File: src/rtl/rv_pkg.sv
// Shared RV32 pipeline constants and types used by the writeback stage.
package rv_pkg;

  localparam int XLEN       = 32;
  localparam int REG_ADDR_W = 5;

  localparam logic [1:0] RESULT_ALU = 2'b00;
  localparam logic [1:0] RESULT_MEM = 2'b01;
  localparam logic [1:0] RESULT_PC4 = 2'b10;

  typedef logic [REG_ADDR_W-1:0] reg_idx_t;

endpackage

File: src/rtl/wb_regfile_if.sv
// MEM/WB writeback bundle plus the decode-side read ports of the register file.
interface wb_regfile_if
  import rv_pkg::*;
#(
  parameter int XLEN     = 32,
  parameter int WB_CNT_W = 32
);

  logic                RegWriteW;
  logic [1:0]          ResultSrcW;
  logic [XLEN-1:0]     ALUResultW;
  logic [XLEN-1:0]     ReadDataW;
  reg_idx_t            RdW;
  logic [XLEN-1:0]     PCPlus4W;
  reg_idx_t            Rs1D;
  reg_idx_t            Rs2D;
  logic [XLEN-1:0]     RD1D;
  logic [XLEN-1:0]     RD2D;
  logic [XLEN-1:0]     ResultW;
  logic [WB_CNT_W-1:0] WbCount;

  modport master (
    output RegWriteW, ResultSrcW, ALUResultW, ReadDataW, RdW, PCPlus4W, Rs1D, Rs2D,
    input  RD1D, RD2D, ResultW, WbCount
  );

  modport slave (
    input  RegWriteW, ResultSrcW, ALUResultW, ReadDataW, RdW, PCPlus4W, Rs1D, Rs2D,
    output RD1D, RD2D, ResultW, WbCount
  );

endinterface

File: src/rtl/wb_regfile_result_mux.sv
// Writeback result select; the reserved encoding yields zero so a write with it commits 0.
module wb_result_mux
  import rv_pkg::*;
#(
  parameter int XLEN = 32
) (
  input  logic [1:0]      sel,
  input  logic [XLEN-1:0] alu_result,
  input  logic [XLEN-1:0] read_data,
  input  logic [XLEN-1:0] pc_plus4,
  output logic [XLEN-1:0] result
);

  // Select the value to be written back
  always_comb begin
    result = {XLEN{1'b0}};
    case (sel)
      RESULT_ALU: result = alu_result;
      RESULT_MEM: result = read_data;
      RESULT_PC4: result = pc_plus4;
      default:    result = {XLEN{1'b0}};
    endcase
  end

endmodule

File: src/rtl/wb_regfile.sv
// Writeback stage: commits ResultW into the integer register file, serves two
// write-first bypassed read ports and counts committed non-x0 writes.
module wb_regfile
  import rv_pkg::*;
#(
  parameter int XLEN     = 32,
  parameter int NREGS    = 32,
  parameter int WB_CNT_W = 32
) (
  input logic         clk,
  input logic         rst_n,
  wb_regfile_if.slave bus
);

  logic [XLEN-1:0]     regs_r [0:NREGS-1];
  logic [WB_CNT_W-1:0] cnt_r;
  logic [XLEN-1:0]     result_s;
  logic                commit_s;
  logic [XLEN-1:0]     rd1_s;
  logic [XLEN-1:0]     rd2_s;

  wb_result_mux #(.XLEN(XLEN)) u_result_mux (
    .sel        (bus.ResultSrcW),
    .alu_result (bus.ALUResultW),
    .read_data  (bus.ReadDataW),
    .pc_plus4   (bus.PCPlus4W),
    .result     (result_s)
  );

  // Reset suppresses the commit, which also disables the bypass path
  assign commit_s = rst_n && bus.RegWriteW && (bus.RdW != 5'd0);

  // Register array and committed-write counter
  always_ff @(posedge clk) begin
    if (!rst_n) begin
      for (int i = 0; i < NREGS; i++) begin
        regs_r[i] <= {XLEN{1'b0}};
      end
      cnt_r <= {WB_CNT_W{1'b0}};
    end else if (commit_s) begin
      regs_r[bus.RdW] <= result_s;
      cnt_r           <= cnt_r + {{(WB_CNT_W-1){1'b0}}, 1'b1};
    end
  end

  // Read port 1: x0 hardwired, then write-first bypass, then array
  always_comb begin
    rd1_s = {XLEN{1'b0}};
    if (bus.Rs1D == 5'd0) begin
      rd1_s = {XLEN{1'b0}};
    end else if (commit_s && (bus.Rs1D == bus.RdW)) begin
      rd1_s = result_s;
    end else begin
      rd1_s = regs_r[bus.Rs1D];
    end
  end

  // Read port 2: resolved independently of port 1
  always_comb begin
    rd2_s = {XLEN{1'b0}};
    if (bus.Rs2D == 5'd0) begin
      rd2_s = {XLEN{1'b0}};
    end else if (commit_s && (bus.Rs2D == bus.RdW)) begin
      rd2_s = result_s;
    end else begin
      rd2_s = regs_r[bus.Rs2D];
    end
  end

  assign bus.RD1D    = rd1_s;
  assign bus.RD2D    = rd2_s;
  assign bus.ResultW = result_s;
  assign bus.WbCount = cnt_r;

endmodule

File: src/flat_wrapper.sv
// flat-port wrapper written by rule: the top's interface ports become plain ports
module wb_regfile_flat import rv_pkg::*;
#(
  parameter int XLEN     = 32,
  parameter int NREGS    = 32,
  parameter int WB_CNT_W = 32
)
  (clk, rst_n, bus_RegWriteW, bus_ResultSrcW, bus_ALUResultW, bus_ReadDataW, bus_RdW, bus_PCPlus4W, bus_Rs1D, bus_Rs2D, bus_RD1D, bus_RD2D, bus_ResultW, bus_WbCount);
  wb_regfile_if #(.XLEN(XLEN), .WB_CNT_W(WB_CNT_W)) bus_i ();
  input logic clk;
  input logic rst_n;
  input wire logic [$bits(bus_i.RegWriteW)-1:0] bus_RegWriteW;
  input wire logic [$bits(bus_i.ResultSrcW)-1:0] bus_ResultSrcW;
  input wire logic [$bits(bus_i.ALUResultW)-1:0] bus_ALUResultW;
  input wire logic [$bits(bus_i.ReadDataW)-1:0] bus_ReadDataW;
  input wire logic [$bits(bus_i.RdW)-1:0] bus_RdW;
  input wire logic [$bits(bus_i.PCPlus4W)-1:0] bus_PCPlus4W;
  input wire logic [$bits(bus_i.Rs1D)-1:0] bus_Rs1D;
  input wire logic [$bits(bus_i.Rs2D)-1:0] bus_Rs2D;
  output wire logic [$bits(bus_i.RD1D)-1:0] bus_RD1D;
  output wire logic [$bits(bus_i.RD2D)-1:0] bus_RD2D;
  output wire logic [$bits(bus_i.ResultW)-1:0] bus_ResultW;
  output wire logic [$bits(bus_i.WbCount)-1:0] bus_WbCount;
  assign bus_i.RegWriteW = bus_RegWriteW;
  assign bus_i.ResultSrcW = bus_ResultSrcW;
  assign bus_i.ALUResultW = bus_ALUResultW;
  assign bus_i.ReadDataW = bus_ReadDataW;
  assign bus_i.RdW = bus_RdW;
  assign bus_i.PCPlus4W = bus_PCPlus4W;
  assign bus_i.Rs1D = bus_Rs1D;
  assign bus_i.Rs2D = bus_Rs2D;
  assign bus_RD1D = bus_i.RD1D;
  assign bus_RD2D = bus_i.RD2D;
  assign bus_ResultW = bus_i.ResultW;
  assign bus_WbCount = bus_i.WbCount;
  wb_regfile #(.XLEN(XLEN), .NREGS(NREGS), .WB_CNT_W(WB_CNT_W)) u_core (.clk(clk), .rst_n(rst_n), .bus(bus_i));
endmodule
File: config.mk
export PLATFORM = sky130hd
export DESIGN_NAME = wb_regfile_flat
export DESIGN_NICKNAME = d
export VERILOG_FILES = /design/src/rtl/rv_pkg.sv /design/src/rtl/wb_regfile_if.sv /design/src/rtl/wb_regfile_result_mux.sv /design/src/rtl/wb_regfile.sv /design/src/flat_wrapper.sv
export SDC_FILE = /design/constraint.sdc
export NUM_CORES = 2
export LEC_CHECK = 0
export ABC_AREA = 0
export CORE_MARGIN = 2
export CORE_UTILIZATION = 35
export CTS_CLUSTER_DIAMETER = 40
export DETAILED_ROUTE_END_ITERATION = 16
export HOLD_SLACK_MARGIN = 0.06
export MAX_ROUTING_LAYER = met4
export PLACE_DENSITY = 0.59
export SLEW_MARGIN = 40
export SYNTH_ARGS = -nofsm -noshare
export SYNTH_HDL_FRONTEND = slang
export SYNTH_SLANG_ARGS = --single-unit
File: constraint.sdc
create_clock -name clk -period 3.5 [get_ports clk]
set_input_delay 0.7 -clock clk [delete_from_list [all_inputs] [get_ports clk]]
set_output_delay 0.7 -clock clk [all_outputs]
set_load 0.05 [all_outputs]
== Word level (Yosys, flattened, before mapping) ==
Memories as Yosys holds them, arrays and structs flattened.
Index checks and enable logic that the tools add are counted.
Word-level totals
  bits of input ports: 116
  memory bits (writable): 1024
  word-level logic and storage cells: 28
  flip-flop bits (word level): 32
  memories kept: 1
Memory list
  u_core.regs_r: depth 32, width 32, read ports 2, clocked after Yosys merged registers in 0, wr ports 32, RTL line wb_regfile.sv:15  | logic [XLEN-1:0] regs_r [0:NREGS-1];
Operators by class
  equality and inequality tests: 4
  $add $sub $neg: 1
  mux-type cells: 12
  reductions and logical operators: 9
Operators with widths (number)
  $mux W32: 5
  $pmux W32 S3: 1
  $add A32 B1 Y32 const B: 1
  $reduce_or A32 Y1: 1
  $eq A5 B5 Y1: 2
  $logic_not A5 Y1: 2
  $mux W1: 5
  $mux W5: 1
  $reduce_bool A5 Y1: 1
  $logic_and A1 B1 Y1: 4
  $eq A2 B1 Y1 const B: 1
  $eq A2 B2 Y1 const B: 1
  $logic_not A2 Y1: 1

== Logic depth before layout (Yosys ltp) ==
  depth in word-level cells: 7
  gate-level depth with buffers: 12

== Cells and area by module ==
Synthesis repeated with hierarchy kept, for this count alone.
Unflattened totals
  cell total of the unflattened synthesis: 4112
  area total of the unflattened synthesis: 57530.2 um^2
Modules (own cells, without submodules)
  wb_regfile: cells each 4035, area each 56743.2 um^2, times used 1, sequential area each 31390.1 um^2
  wb_result_mux: cells each 77, area each 787.0 um^2, times used 1, sequential area each 0.0 um^2

== Least setup slack after synthesis ==
OpenSTA, ideal clock, no wires.
  path kind: input-to-output
  from: input bus_Rs2D[1]
  to: output bus_RD2D[31]
  path slack: -0.481 ns
  data required time: 2.800 ns
  arrival time: 3.281 ns
  cell stages on the path: 9
  path through: buf_2 buf_2 buf_2 buf_2 clkbuf_1 a211oi_1 a21oi_1 o22ai_1 a211oi_1
On the way
  cells in the longest elaborated chain, start to end: 4
Ends and longest elaborated chain
  start: declaration: RTL line flat_wrapper.sv:19  | input wire logic [$bits(bus_i.Rs2D)-1:0] bus_Rs2D;
  parallel branches: the longest is 3 deep, another holds $mem_v2 Z32 W32
  $mux W32 *: RTL line wb_regfile.sv:61  | if (bus.Rs2D == 5'd0) begin
  end: declaration: RTL line flat_wrapper.sv:21  | output wire logic [$bits(bus_i.RD2D)-1:0] bus_RD2D;
Every way passes the cells marked *.

==> run_results.csv <==
group,metric,value,unit
min_path,hold_path_class,"reg -> reg",
placed_design,gp_routability_congestion,0.936,
floorplan,fp-row-count,145,
placed_design,place_area,65200,um^2
timing,timing_max_transition_violations_final,0,
pwr,p_leak,26.0,nW
final_layout,fraction_of_layout_instances_using_a_drive_strength_above_1,38.5,%
critical_path,timing.critical_path.arrival,3040,ps
yosys,synth_sequential_area_ratio,56.9,%
clock_tree,clkSinkCount,1056,
pwr,pwr_density_cell,508,nW/um^2
grt,vias_in_the_first_global_route,41300,
clock_tree,htreeDepth,4,
floorplan,top_level_ports,244,
min_path,min-delay-start,"u_core.bus.WbCount[1]",
placed_design,place.port_buffers,243,
critical_path,reg2reg_from,"u_core.bus.WbCount[3]",
yosys,synth-async-reset-ratio,0,%
final_layout,area_growth_syn_to_layout,32.9,%
timing,final.hold.worst_slack,501,ps
route,detail_route.vias_per_cell,6.19,
floorplan,initial_utilization,35.2,%
final_layout,end_of_flow_core_utilization,46.8,%
clock_tree,worst_skew_pair.late_latency,790,ps
timing,timing_hold_violations_final,0,
placed_design,dp_slack,-609,ps
grt,grt-ovfl-total,0,
pwr,ir_worst_vdd,0.000504,V
grt,grt_start_max_net_pins,63,
clock_tree,cts.path.max_buffers,3,
critical_path,cp_data_required_time,2800,ps
final_layout,diodes_inserted,0,
final_layout,final_net_count,4691,
clock_tree,cts_made_buffers,151,
clock_tree,cts_root_buffer,"clkbuf_16",
timing,rsz0062_at_grt,"true",
timing,worst-slew-pin-transition,953,ps
grt,global_route_wire_length_before_repair,319,mm
floorplan,floorplan.die.width,401,um
timing,timing.final.crit_share,107,%
grt,grtUsageTotal,29.1,%
floorplan,core_area,156000,um^2
yosys,yosys_warnings,0,
route,totalWireLength,231,mm
outcome,run_status,"complete, but fails checks",
clock_tree,cts.clk_slew.worst_paths,50,ps
route,drc,0,
timing,total_negative_slack,-3090,ps
timing,timing.final.crit_period,3740,ps
yosys,synthesis.instances,3937,
yosys,synth_enable_flop_cells,1024,
route,final_antenna_net_count,0,
floorplan,die_area,161000,um^2
final_layout,finalInstanceArea,73300,um^2
critical_path,startpoint,"u_core.regs_r[23][30]",
clock_tree,tritoncts,"done",
outcome,violations,"negative setup slack",
yosys,netlist_area,55100,um^2
clock_tree,cts.hold.buffers_added,0,
timing,final_worst_setup_slack,-236,ps
critical_path,crit_path_max_fanout,2,
floorplan,fp.dieH,401,um
critical_path,worstSetupPathType,"reg -> out",
yosys,ys_ff_latch,1056,
route,dr_total_vias,41800,
timing,timing.fmax,268,MHz
critical_path,critical_path.startpoint_type,"flop",
run,maxCapViolations,0,
route,initialDrtViolationCount,6666,
yosys,post_synth.cell_area_avg,14.0,um^2
route,detail_route.wl_per_cell,34.2,um
critical_path,worstSetupEndpointType,"output pin",
timing,finalSetupViolCount,40,
timing,timing.max_slew.rel_slack,36.5,%
yosys,post_synth_num_cell_types,51,
placed_design,dp_hpwl,145,mm
route,first_pass_iters,6,
yosys,ys_dominant_reg_cell,"edfxtp_1",
timing,fin_worst_skew,6.76,ps
grt,antenna_found_initial,6,
state kept, by name, summed over array words and instances, names as in the netlist:
name,count
u_core.regs_r,1024
u_core.bus.WbCount,32
cell type report:
type / count / area, um^2
fill: 13500 / 83100
sequential: 1056 / 31400
multi-input combinational: 2461 / 23700
timing repair buffer: 862 / 10300
clock buffer: 169 / 4000
tap: 2058 / 2570
clock inverter: 104 / 1100
inverter: 42 / 159
cells in the final DEF (no fill, tap or decap), types with 12 or more instances in the layout:
| cell type | Yosys | routed |
|---|---|---|
| a21oi_4 | 0 | 38 |
| nor2b_1 | 54 | 47 |
| mux2i_1 | 191 | 177 |
| clkinv_2 | 0 | 12 |
| inv_6 | 0 | 21 |
| buf_8 | 3 | 13 |
| xor2_1 | 22 | 22 |
| a221oi_4 | 0 | 12 |
| nand2_2 | 0 | 62 |
| buf_4 | 30 | 420 |
| o22ai_2 | 0 | 18 |
| buf_12 | 2 | 194 |
| conb_1 | 1 | 32 |
| a22oi_2 | 0 | 12 |
| mux4_2 | 513 | 513 |
| buf_6 | 23 | 58 |
| clkbuf_16 | 0 | 168 |
| a221oi_1 | 39 | 21 |
| inv_1 | 42 | 41 |
| nand3_1 | 28 | 25 |
| a211oi_1 | 78 | 19 |
| dfxtp_1 | 32 | 32 |
| nand2_1 | 98 | 35 |
| a21oi_2 | 0 | 27 |
| a21oi_1 | 100 | 35 |
| a221o_1 | 12 | 12 |
| nor2_1 | 1084 | 1079 |
| clkdlybuf4s50_1 | 0 | 128 |
| buf_16 | 0 | 25 |
| a211oi_2 | 0 | 51 |
| bufinv_16 | 0 | 15 |
| clkinv_4 | 0 | 15 |
| clkinv_1 | 0 | 23 |
| o21ai_0 | 33 | 26 |
| edfxtp_1 | 1024 | 1024 |
path summary, 6_finish.rpt:
check,endpoint,slack (ps),cells past startpoint
max,bus_RD2D[30],-240,5
min,u_core.bus.WbCount[1],500,2
max reg2reg,u_core.bus.WbCount[28],1200,6
min reg2reg,u_core.bus.WbCount[1],500,2
worst max-delay path, cell delays in order, from the launching register on:
cell	delay [ps]
edfxtp_1	400
mux4_2	480
mux4_2	520
a221oi_4	570
a21oi_2	90
buf_12	180
cells by family after synthesis:
kind of cell / after synthesis / share of synthesized area [%]
buf+inv: 451 / 3.84
flops: 1056 / 56.9
fa+ha+maj: 1 / 0.0227
xor+xnor: 36 / 0.572
mux: 715 / 24.7
compound gates: 349 / 4.25
simple gates: 1328 / 9.71
other cells: 1 / 0.00680
synth_stat cells (22+ instances only):
cell type / number / area, um^2
nor2_1: 1084 / 4070
edfxtp_1: 1024 / 30700
mux4_2: 513 / 11600
clkbuf_1: 281 / 1050
mux2i_1: 191 / 1910
a21oi_1: 100 / 500
nand2_1: 98 / 368
a211oi_1: 78 / 586
buf_2: 56 / 280
nor2b_1: 54 / 338
inv_1: 42 / 158
a221oi_1: 39 / 342
o21ai_0: 33 / 165
dfxtp_1: 32 / 641
buf_4: 30 / 225
nand3_1: 28 / 140
o22ai_1: 25 / 156
buf_6: 23 / 259
a22oi_1: 22 / 165
xor2_1: 22 / 193
report_power, final:
group          switching, mW  total (mW)  internal (mW)
Sequential             0.343        14.9           14.5
Combinational           3.83        6.82           2.98
Clock                   6.09        15.5           9.42
through the flow:
| step | total power, mW | cells |
|---|---|---|
| finish | 37.2 | 6752 |
| global route | 38.0 | 6752 |
| CTS | 37.0 | 6711 |
| detailed placement | 21.2 | 6387 |
| global placement | 21.2 | 6387 |
| floorplan | 18.2 | 3968 |
what timing repair did:
item	CTS	global route
hold endpoints to repair	0	0
setup endpoints to repair	64	64
gates resized for setup	278	129
gates cloned	20	2
pin swaps	70	67
buffers inserted	36	47
per-layer routing:
| layer | part of all wire [%] | vias up | track usage (%) |
|---|---|---|---|
| li1 | - | 16300 | - |
| met4 | 5.3 | 0 | 13.0 |
| met5 | 0 | - | - |
| met2 | 43 | 3442 | 42.0 |
| met1 | 36 | 21200 | 36.5 |
| met3 | 15 | 755 | 10.7 |
Note: power is estimated with default switching activity, not from simulation.
